## config.mk

```make
export PLATFORM = sky130hd
export DESIGN_NAME = imem_loader
export DESIGN_NICKNAME = d
export VERILOG_FILES = /design/src/rtl/imem_loader.sv
export SDC_FILE = /design/constraint.sdc
export NUM_CORES = 1
export LEC_CHECK = 0
export CORE_MARGIN = 1
export CORE_UTILIZATION = 44
export DETAILED_ROUTE_END_ITERATION = 8
export GPL_ROUTABILITY_DRIVEN = 1
export PLACE_DENSITY = 0.81
export SYNTH_ARGS = -nofsm -noshare
export SYNTH_HDL_FRONTEND = slang
export SYNTH_SLANG_ARGS = --single-unit
```

## constraint.sdc

```tcl
create_clock -name clk -period 3.3 [get_ports clk]
set_input_delay 0.66 -clock clk [delete_from_list [all_inputs] [get_ports clk]]
set_output_delay 0.66 -clock clk [all_outputs]
set_load 0.1 [all_outputs]
```

## src/rtl/imem_loader.sv

```systemverilog
// Boot-time instruction memory loader: takes a length-prefixed big-endian byte stream,
// writes 32-bit words into the instruction store and holds the CPU in reset until the program is complete.
module imem_loader #(
  parameter int DEPTH = 256
) (
  input  logic        clk,
  input  logic        rst_n,
  input  logic        start,
  input  logic [7:0]  byte_in,
  input  logic        byte_valid,
  output logic        byte_ready,
  output logic        we,
  output logic [31:0] wa,
  output logic [31:0] wd,
  output logic        cpu_rst_n,
  output logic        busy,
  output logic        done,
  output logic        err,
  output logic [15:0] word_count
);

  typedef enum logic [2:0] {
    S_IDLE, S_LEN_HI, S_LEN_LO, S_DATA, S_WRITE, S_DONE, S_ERR
  } state_t;

  localparam logic [16:0] LP_DEPTH = 17'(DEPTH);

  state_t      r_state;
  logic [15:0] r_len;
  logic [31:0] r_asm;
  logic [1:0]  r_bidx;
  logic        r_byte_ready;
  logic        r_we;
  logic [31:0] r_wa;
  logic [31:0] r_wd;
  logic        r_cpu_rst_n;
  logic        r_busy;
  logic        r_done;
  logic        r_err;
  logic [15:0] r_word_count;

  logic        w_xfer;
  logic        w_start_ok;
  logic [15:0] w_len_full;
  logic [31:0] w_asm_next;
  logic [15:0] w_wc_next;

  assign w_xfer     = byte_valid & r_byte_ready;
  assign w_start_ok = start & ((r_state == S_IDLE) | (r_state == S_DONE) | (r_state == S_ERR));
  assign w_len_full = {r_len[15:8], byte_in};
  assign w_asm_next = {r_asm[23:0], byte_in};
  assign w_wc_next  = r_word_count + 16'd1;

  always_ff @(posedge clk) begin
    if (!rst_n) begin
      r_state      <= S_IDLE;
      r_len        <= '0;
      r_asm        <= '0;
      r_bidx       <= '0;
      r_byte_ready <= 1'b0;
      r_we         <= 1'b0;
      r_wa         <= '0;
      r_wd         <= '0;
      r_cpu_rst_n  <= 1'b0;
      r_busy       <= 1'b0;
      r_done       <= 1'b0;
      r_err        <= 1'b0;
      r_word_count <= '0;
    end else begin
      r_we <= 1'b0;
      if (w_start_ok) begin
        r_state      <= S_LEN_HI;
        r_len        <= '0;
        r_bidx       <= '0;
        r_word_count <= '0;
        r_done       <= 1'b0;
        r_err        <= 1'b0;
        r_busy       <= 1'b1;
        r_cpu_rst_n  <= 1'b0;
        r_byte_ready <= 1'b1;
      end else begin
        case (r_state)
          S_LEN_HI: if (w_xfer) begin
            r_len[15:8] <= byte_in;
            r_state     <= S_LEN_LO;
          end
          S_LEN_LO: if (w_xfer) begin
            r_len[7:0] <= byte_in;
            if (w_len_full == 16'd0) begin
              r_state      <= S_DONE;
              r_done       <= 1'b1;
              r_busy       <= 1'b0;
              r_cpu_rst_n  <= 1'b1;
              r_byte_ready <= 1'b0;
            end else if ({1'b0, w_len_full} > LP_DEPTH) begin
              // Oversized program: stop consuming so the host sees the stall
              r_state      <= S_ERR;
              r_err        <= 1'b1;
              r_busy       <= 1'b0;
              r_byte_ready <= 1'b0;
            end else begin
              r_state <= S_DATA;
              r_bidx  <= '0;
            end
          end
          S_DATA: if (w_xfer) begin
            r_asm  <= w_asm_next;
            r_bidx <= r_bidx + 2'd1;
            if (r_bidx == 2'd3) begin
              r_state      <= S_WRITE;
              r_byte_ready <= 1'b0;
              r_we         <= 1'b1;
              r_wa         <= {14'd0, r_word_count, 2'b00};
              r_wd         <= w_asm_next;
            end
          end
          S_WRITE: begin
            r_word_count <= w_wc_next;
            if (w_wc_next == r_len) begin
              r_state     <= S_DONE;
              r_done      <= 1'b1;
              r_busy      <= 1'b0;
              r_cpu_rst_n <= 1'b1;
            end else begin
              r_state      <= S_DATA;
              r_byte_ready <= 1'b1;
            end
          end
          default: ;
        endcase
      end
    end
  end

  assign byte_ready = r_byte_ready;
  assign we         = r_we;
  assign wa         = r_wa;
  assign wd         = r_wd;
  assign cpu_rst_n  = r_cpu_rst_n;
  assign busy       = r_busy;
  assign done       = r_done;
  assign err        = r_err;
  assign word_count = r_word_count;

endmodule

```

==> results of run 1 <==
==> registers in the layout, summed over array words and instances, names as in the netlist <==
| register | cells |
|---|---|
| wd | 32 |
| r_asm | 24 |
| r_len | 16 |
| wa | 16 |
| word_count | 16 |
| r_state | 3 |
| r_bidx | 2 |
| busy | 1 |
| byte_ready | 1 |
| done | 1 |
| err | 1 |
| we | 1 |
==> area by class of cell <==
type                    instances  share of cell area, %
clock buffers                  17                   6.74
clock inverters                15                   2.50
inverters                       4                  0.238
multi-input cells             454                   40.0
flip-flops and latches        114                   36.2
well taps                     140                   2.78
repair buffers                 91                   11.6
==> stage by stage <==
| step | power [W] | std cells |
|---|---|---|
| after floorplan | 0.00158 | 628 |
| after global placement | 0.00160 | 803 |
| after detailed placement | 0.00161 | 803 |
| after CTS | 0.00340 | 835 |
| after global routing | 0.00348 | 835 |
| final | 0.00339 | 835 |
==> where the power goes <==
| part | internal, W | switching (W) | leakage (nW) |
|---|---|---|---|
| Sequential | 0.00138 | 0.00000826 | 0.919 |
| Clock | 0.00107 | 0.000737 | 0.282 |
| Combinational | 0.0000432 | 0.000146 | 1.15 |
| Total | 0.00249 | 0.000892 | 2.35 |
==> worst reg2reg max path, stage by stage (launching register included) <==
cell and delay [ns]:
dfxtp_1 0.52, ha_1 0.30, nand3_1 0.23, or4_4 0.56, or3_1 0.38, o211ai_2 0.09, and4_4 0.30, a2111oi_0 0.08
==> Yosys cell counts, drive strengths merged, types with 2 or more instances <==
cell and number:
a21boi 73, a21o 3, a21oi 21, and2 2, and3 6, and4 2
buf 28, clkbuf 28, dfxtp 114, ha 2, inv 4, mux2i 9
nand2 175, nand2b 2, nand3 8, nand4 4, nor2 33, nor2b 5
nor3 6, nor4 3, o211ai 2, o21a 2, o21ai 17, o21ba 2
o31ai 3, or3 5, or4 5, xnor2 14, xor2 16
==> kinds of logic after synthesis <==
family	Yosys count	synth area share, %
flip-flops	114	45.3
other	1	0.0744
XOR/XNOR	30	5.21
AND/OR/NAND/NOR	261	22.4
multiplexers	9	1.79
adder cells (fa/ha/maj)	2	0.496
buffers and inverters	60	5.88
AO/OA/AOI/OAI	136	18.8
==> layer usage <==
layer / global-route usage (%) / vias up / share of wire (%)
met4: 10.4 / 0 / 2.3
met3: 5.86 / 26 / 5.9
met5: 0 / - / 0
met1: 27.9 / 2088 / 43
li1: - / 2154 / -
met2: 38.4 / 141 / 49
==> how the worst max path moves through the flow <==
stage,startpoint,to,depth (start not counted)
final,word_count[0],r_state[1],7
after global routing,word_count[0],r_state[1],7
after CTS,word_count[0],r_state[1],7
after detailed placement,byte_in[4],busy,7
after global placement,byte_in[4],busy,7
after floorplan,word_count[1],busy,7
==> metrics.csv, run 1 <==
stage,metric,value,unit
cts,numCtsBuffers,17,
logic_synthesis,syn_avg_cell_area,8.22,um^2
floorplanning,coreArea,11000,um^2
placement,io_buffers,81,
hold_path,min_from,wd[26],
logic_synthesis,synth.cell_area,5040,um^2
critical_path,cp-start-kind,register,
logic_synthesis,synth-async-reset-ratio,0,%
sta,period_minus_slack,2.61,ns
pwr,power.density,537,nW/um^2
critical_path,crit_buf_inv,0,
cts,cts_buffer_depth,2,
floorplanning,initial_utilization,45.9,%
sta,fin_crit_sh,79.1,%
logic_synthesis,synth_top_flop_cell,dfxtp_1,
placement,post_dp_cell_area,5730,um^2
critical_path,path_cells,"ha_1, nand3_1, or4_4, or3_1, o211ai_2, and4_4, a2111oi_0",
layout,fin_nets,696,
cts,clock_latency,0.42,ns
critical_path,endpoint_kind,register,
logic_synthesis,synth.top_cell.area_share,45.3,%
critical_path,cp.required,3.55,ns
logic_synthesis,yosysSeqAreaShare,45.3,%
cts,cts_setup_buffers,0,
layout,multiInputGateArea,2520,um^2
critical_path,critPathSlowestCell,or4_4,
route,vias_per_cell,5.28,
global_routing,track_usage,23.1,%
outcome,status,"complete, no violations",
job,cap_violations,0,
cts,cts_root_buffer,clkbuf_16,
floorplanning,die_area,11900,um^2
sta,setup_viol,0,
global_routing,grt_pass1_vias,4190,
layout,n_antenna_cell,0,
pwr,peakVddDrop,0.000331,V
critical_path,r2r_slack,0.69,ns
placement,place_ws,0.522,ns
critical_path,rr_endpoint,r_state[1],
cts,cts_resized,0,
hold_path,holdPathStages,2,
floorplanning,num_rows,38,
sta,rsz0062_at_grt,no,
sta,setup_tns,0,ns
pwr,p_leak,2.35,nW
critical_path,arrival,2.86,ns
floorplanning,die-width,109,um
route,vias,4409,
cts,cts_tree,done,
cts,clk_pin_slew,0.06,ns
floorplanning,fp.dieH,109,um
layout,n_fill_cell,975,
cts,clock-sinks,114,
cts,cts_max_level,4,
route,drt_first_iter_violations,359,
logic_synthesis,yosys-top-cells-area,"dfxtp_1 (45%), nand2_1 (13%), a21boi_0 (9.8%)",
layout,ff_latch_area,2280,um^2
logic_synthesis,synth_warnings,0,
route,first_pass_iters,6,
logic_synthesis,synth_area_leader_cell,dfxtp_1,
critical_path,worstRegToRegCells,7,
floorplanning,ios,98,
layout,area_delta_synth_final,25.2,%
global_routing,grt_pass1_wl,20.7,mm
sta,final_max_slew_viol_count,0,
sta,layout_setup_ws,0.689,ns
route,avgRoutedWirePerCell,15.3,um
route,drc_errors,0,
critical_path,r2r-start,word_count[0],
sta,finalHoldViolations,0,
route,antenna_left,0,
route,wirelength,12.8,mm
sta,fin_worst_skew,0.0150,ns
layout,layout_common_cells,"nand2_1 (175), dfxtp_1 (114), buf_4 (78)",
global_routing,overflow,0,
critical_path,path_delay_family,simple AND/OR/NAND/NOR gates,
hold_path,holdPathEnd,wd[26],
logic_synthesis,postSynthCellCount,613,
layout,final_util,57.5,%
sta,max_freq,0.383,GHz
layout,fin_area,6310,um^2
logic_synthesis,synthDistinctLibCells,56,
placement,dp_hpwl,9.00,mm
sta,max-slew-margin-rel,48.8,%
cts,cts_hold_buffers,0,
hold_path,hp-class,register to register,
critical_path,path_class,register to register,
logic_synthesis,synth_enable_flop_cells,0,
global_routing,grt_max_degree,42,
placement,gp_congestion,0.851,
global_routing,antenna_found_initial,0,
critical_path,worstPathMaxFanout,8,
sta,tightestPinTransition,0.768,ns
sta,timing.hold.ws,0.454,ns
layout,final_common_cell,nand2_1,
critical_path,cpPeakStageDelay,0.56,ns
layout,post_route_cells_drive_above_1_share,17.7,%
logic_synthesis,ys_ff_latch,114,
Note: power is estimated with default switching activity, not from simulation.
==> run 2: changes to the inputs <==
==> constraint.sdc (replaced) <==
create_clock -name clk -period 2.5 [get_ports clk]
set_input_delay 0.5 -clock clk [delete_from_list [all_inputs] [get_ports clk]]
set_output_delay 0.5 -clock clk [all_outputs]
set_load 0.1 [all_outputs]
==> metrics.csv, run 2 (synthesis results as in run 1) <==
stage,metric,value,unit,change
outcome,status,"complete, no violations",,
critical_path,cpPeakStageDelay,0.53,ns,-0.03 ns
cts,numCtsBuffers,17,,unchanged
placement,io_buffers,81,,unchanged
pwr,peakVddDrop,0.000398,V,+20%
cts,cts_buffer_depth,2,,unchanged
sta,tightestPinTransition,0.554,ns,-0.214 ns
layout,ff_latch_area,2300,um^2,+0.82%
route,vias_per_cell,5.20,,-1.5%
cts,cts_resized,0,,unchanged
global_routing,grt_max_degree,66,,+57%
cts,cts_max_level,4,,unchanged
sta,finalHoldViolations,0,,unchanged
route,drt_first_iter_violations,260,,-28%
placement,place_ws,0.00640,ns,-0.516 ns
floorplanning,ios,98,,unchanged
global_routing,track_usage,23.1,%,+0.067 points
layout,n_antenna_cell,0,,unchanged
placement,place_inst,814,,+1.4%
critical_path,crit_start,word_count[0],,
critical_path,cp.required,2.76,ns,-0.79 ns
cts,clock-sinks,114,,unchanged
route,drc_errors,0,,unchanged
layout,final_util,58.3,%,+0.88 points
placement,gp_congestion,0.895,,+5.1%
sta,timing.hold.ws,0.451,ns,-0.00299 ns
job,cap_violations,0,,unchanged
layout,fin_nets,707,,+1.6%
pwr,swShare,24.2,%,-2.1 points
global_routing,antenna_found_initial,0,,unchanged
floorplanning,fp.dieH,109,um,unchanged
pwr,p_leak,2.40,nW,+2.1%
cts,cts_hold_buffers,0,,unchanged
cts,cts_tree,done,,
sta,fin_worst_skew,0.00784,ns,-0.00719 ns
layout,post_route_cells_drive_above_1_share,20.7,%,+3.0 points
placement,dp_hpwl,8.70,mm,-3.3%
floorplanning,die-width,109,um,unchanged
floorplanning,initial_utilization,45.9,%,unchanged
pwr,p_int,0.00331,W,+33%
cts,clock_latency,0.41,ns,about the same
layout,layout_common_cells,"nand2_1 (175), dfxtp_1 (101), buf_4 (88)",,
critical_path,path_cells,"ha_1, nand3_1, or4_4, or3_1, o211ai_2, and4_4, a2111oi_0",,
pwr,power.density,681,nW/um^2,+27%
sta,fin_crit_sh,91.9,%,+13 points
sta,setup_tns,0,ns,unchanged
sta,max-slew-margin-rel,62.8,%,+14 points
layout,area_delta_synth_final,27.1,%,
global_routing,grt_pass1_wl,21.1,mm,+2.0%
cts,cts_setup_buffers,0,,unchanged
critical_path,critPathSlowestCell,or4_4,,
hold_path,hp-class,register to register,,
layout,n_fill_cell,946,,-3.0%
sta,max_freq,0.435,GHz,+14%
critical_path,endpoint_kind,register,,
layout,multiInputGateArea,2520,um^2,unchanged
layout,finalNonFillerCells,846,,+1.3%
sta,rsz0062_at_grt,no,,
cts,clk_pin_slew,0.05,ns,about the same
layout,final_common_cell,nand2_1,,
hold_path,min_from,r_asm[23],,
cts,cts_root_buffer,clkbuf_16,,
critical_path,r2r-start,word_count[0],,
route,wirelength,12.8,mm,about the same
sta,setup_viol,0,,unchanged
global_routing,grt_pass1_vias,4286,,+2.3%
route,first_pass_iters,4,,-2
pwr,pwr-share-seq,42.0,%,+1.0 points
sta,final_max_slew_viol_count,0,,unchanged
layout,largest_reg_flops,32,,unchanged
critical_path,worstPathMaxFanout,8,,unchanged
critical_path,arrival,2.56,ns,-0.30 ns
route,avgRoutedWirePerCell,15.1,um,-1.4%
critical_path,cp-start-kind,register,,
sta,period_minus_slack,2.30,ns,-0.313 ns
pwr,p_sw,0.00106,W,+18%
sta,layout_setup_ws,0.202,ns,-0.487 ns
floorplanning,num_rows,38,,unchanged
floorplanning,coreArea,11000,um^2,unchanged
global_routing,overflow,0,,unchanged
route,vias,4399,,-0.23%
critical_path,path_class,register to register,,
pwr,pwr-share-clk,51.8,%,-1.6 points
pwr,p_comb_share,6.2,%,+0.6 points
floorplanning,die_area,11900,um^2,unchanged
route,antenna_left,0,,unchanged
-- run 2: cell types whose count changed in the layout (fill, tap and decap cells not counted), moves of 2 or more --
cell and change:
buf_4 +10, inv_8 -3, clkbuf_8 +2, clkinvlp_4 +3, clkinv_2 +3, dfxtp_2 +12
dfxtp_1 -13, inv_6 -7
-- run 2: cell type report --
class | count | share of cell area (%)
inverter | 4 | 0.234
timing repair buffer | 102 | 12.9
clock inverter | 12 | 1.70
sequential | 114 | 35.9
tap | 140 | 2.73
multi-input combinational | 454 | 39.4
clock buffer | 20 | 7.13
-- run 2: metrics by stage --
stage          cell area, um^2  total power [W]
6_report                  6410          0.00436
5_1_grt                   6410          0.00449
4_1_cts                   6410          0.00439
3_5_place_dp              5840          0.00214
3_3_place_gp              5840          0.00213
2_1_floorplan             5110          0.00209
-- run 2: layer usage --
metal	global-route usage, %	routed length, um	part of all wire (%)
met5	0	0	0
met3	6.28	673	5.3
met1	29.6	5910	46
met4	7.82	195	1.5
met2	37.4	6010	47
-- run 2: worst paths after layout --
check	slack [ns]	endpoint	cells after the start
max	0.20	r_state[1]	7
min	0.45	wd[31]	2
max reg2reg	0.20	r_state[1]	7
min reg2reg	0.45	wd[31]	2
-- run 2: worst max-delay path, delay by kind of cell, from the launching register on --
family	cells	cell delay, ns
and+or+nand+nor	4	1.34
AOI/OAI and AO/OA	2	0.13
DFF	1	0.42
adders and majority gates	1	0.26
-- run 2: power by group through the flow --
stage	logic [W]	clock network, W	registers [W]
after floorplan	0.000196	0	0.00189
after global placement	0.000262	0	0.00187
after detailed placement	0.000266	0	0.00187
after CTS	0.000268	0.00229	0.00183
after global routing	0.000282	0.00238	0.00183
final	0.000269	0.00226	0.00183
==> run 3: changes to the inputs <==
--- a/config.mk
+++ b/config.mk
@@ -6,10 +6,11 @@
 export NUM_CORES = 1
 export LEC_CHECK = 0
 export CORE_MARGIN = 1
-export CORE_UTILIZATION = 44
+export CORE_UTILIZATION = 52
 export DETAILED_ROUTE_END_ITERATION = 8
 export GPL_ROUTABILITY_DRIVEN = 1
-export PLACE_DENSITY = 0.81
+export PLACE_DENSITY = 0.91
+export SETUP_SLACK_MARGIN = 0.5
 export SYNTH_ARGS = -nofsm -noshare
 export SYNTH_HDL_FRONTEND = slang
 export SYNTH_SLANG_ARGS = --single-unit
==> metrics.csv, run 3 (synthesis results as in run 1) <==
stage,metric,value,unit,change
sta,timing.hold.ws,0.390,ns,-0.0608 ns
sta,fin_crit_sh,84.9,%,-7.0 points
pwr,pwr-share-seq,40.2,%,-1.8 points
pwr,peakVddDrop,0.000599,V,+50%
global_routing,track_usage,27.5,%,+4.3 points
critical_path,r2r-start,word_count[0],,
placement,io_buffers,81,,unchanged
global_routing,grt_pass1_wl,21.5,mm,+1.7%
critical_path,arrival,2.53,ns,-0.03 ns
pwr,swShare,23.8,%,-0.37 points
sta,setup_viol,0,,unchanged
floorplanning,die-width,100,um,-7.9%
sta,final_max_slew_viol_count,0,,unchanged
critical_path,cp.required,2.91,ns,+0.15 ns
floorplanning,initial_utilization,54.0,%,+8.1 points
layout,n_antenna_cell,0,,unchanged
route,first_pass_iters,5,,+1
global_routing,grt_pass1_vias,4345,,+1.4%
layout,post_route_cells_drive_above_1_share,24.8,%,+4.1 points
global_routing,overflow,0,,unchanged
pwr,power.density,685,nW/um^2,+0.56%
sta,fin_worst_skew,0.00631,ns,-0.00154 ns
critical_path,r2r_slack,0.38,ns,+0.17 ns
hold_path,min_from,rst_n,,
sta,period_minus_slack,2.12,ns,-0.175 ns
layout,layout_common_cells,"nand2_1 (175), buf_4 (98), dfxtp_1 (94)",,
layout,final_common_cell,nand2_1,,
placement,place_inst,803,,-1.4%
cts,clock-sinks,114,,unchanged
cts,cts_buffer_depth,2,,unchanged
route,antenna_left,0,,unchanged
cts,cts_root_buffer,clkbuf_8,,
cts,cts_max_level,4,,unchanged
cts,clock_latency,0.52,ns,+0.11 ns
floorplanning,fp.dieH,100,um,-7.9%
layout,area_delta_synth_final,31.6,%,
route,avgRoutedWirePerCell,16.1,um,+6.6%
floorplanning,num_rows,35,,-7.9%
placement,gp_congestion,0.924,,+3.3%
critical_path,worstRegToRegCells,8,,+1
sta,max_freq,0.471,GHz,+8.2%
route,wirelength,13.6,mm,+6.1%
hold_path,holdPathEnd,wa[4],,
job,cap_violations,0,,unchanged
layout,finalNonFillerCells,842,,-0.47%
cts,numCtsBuffers,17,,unchanged
pwr,p_sw,0.00108,W,+2.5%
critical_path,endpoint_kind,register,,
global_routing,antenna_found_initial,0,,unchanged
hold_path,hp-class,primary input to register,,
placement,dp_hpwl,8.46,mm,-2.7%
critical_path,rr_endpoint,busy,,
cts,clk_pin_slew,0.06,ns,about the same
pwr,p_int,0.00346,W,+4.6%
pwr,p_leak,2.48,nW,+3.2%
sta,setup_tns,0,ns,unchanged
sta,rsz0062_at_grt,yes,,
critical_path,worstPathMaxFanout,5,,-3
route,drc_errors,0,,unchanged
layout,fin_nets,715,,+1.1%
cts,cts_hold_buffers,0,,unchanged
critical_path,cp-start-kind,register,,
hold_path,holdPathStages,2,,unchanged
sta,tightestPinTransition,0.517,ns,-0.0370 ns
route,vias_per_cell,5.57,,+7.1%
floorplanning,ios,98,,unchanged
pwr,p_comb_share,6.0,%,-0.2 points
route,vias,4689,,+6.6%
sta,max-slew-margin-rel,65.6,%,+2.8 points
sta,finalHoldViolations,0,,unchanged
floorplanning,die_area,10100,um^2,-15%
critical_path,path_class,register to register,,
global_routing,grt_max_degree,66,,unchanged
outcome,status,"complete, no violations",,
cts,cts_tree,done,,
floorplanning,coreArea,9330,um^2,-15%
route,drt_first_iter_violations,410,,+58%
pwr,pwr-share-clk,53.8,%,+2.0 points
layout,largest_reg_flops,32,,unchanged
[run 3: worst max-delay path, stage by stage (launching register included)]
cell and delay (ns):
dfxtp_4 0.37, ha_4 0.18, buf_4 0.14, and3_1 0.23
xnor2_1 0.21, nand4_1 0.10, nor4_1 0.35, and4_4 0.33
o31ai_1 0.09
[run 3: layout make-up]
class,count,area (um^2)
Fill cell,652,2700
Clock inverter,9,88.8
Inverter,4,15.0
Sequential cell,114,2340
Tap cell,129,161
Multi-Input combinational cell,454,2640
Timing Repair Buffer,110,861
Clock buffer,22,528
[run 3: power by group through the flow]
stage	registers [W]	clock network (W)	logic, W
final	0.00182	0.00244	0.000272
after global routing	0.00182	0.00254	0.000283
after CTS	0.00182	0.00245	0.000265
after detailed placement	0.00186	0	0.000262
after global placement	0.00186	0	0.000256
after floorplan	0.00188	0	0.000196
[run 3: timing repair]
item                       CTS  global route
hold endpoints to repair     0             0
resized for setup            7            13
setup endpoints to repair   40            24
setup buffers                7             1
pin swaps                    0             4
[run 3: stage by stage]
| step | utilization [%] | cell area, um^2 | worst slack [ns] | power, W |
|---|---|---|---|---|
| 2_1_floorplan | - | 5180 | 0.330 | 0.00207 |
| 3_3_place_gp | 62.9 | 5870 | 0.0146 | 0.00212 |
| 3_5_place_dp | 62.9 | 5870 | -0.0204 | 0.00212 |
| 4_1_cts | 70.3 | 6560 | 0.478 | 0.00454 |
| 5_1_grt | 71.1 | 6630 | 0.335 | 0.00465 |
| 6_report | 71.1 | 6630 | 0.376 | 0.00454 |
[run 3: how the worst max path moves through the flow]
stage	from	end	slack, ns	depth (start not counted)
after floorplan	word_count[1]	busy	0.33	7
after global placement	byte_in[5]	busy	0.01	7
after detailed placement	byte_in[5]	busy	-0.02	7
after CTS	r_state[2]	done	0.48	7
after global routing	word_count[1]	r_state[1]	0.33	8
final	word_count[0]	busy	0.38	8
[run 3: per-layer routing]
metal  wire length, um  up-vias  share of wire [%]  GRT usage (%)
met4               270        0                2.0           11.3
met2              6480      253                 48           44.6
met1              5640     2209                 42           34.5
met3              1170       27                8.6           7.45
li1                  -     2200                  -              -
met5                 0        -                  0              0
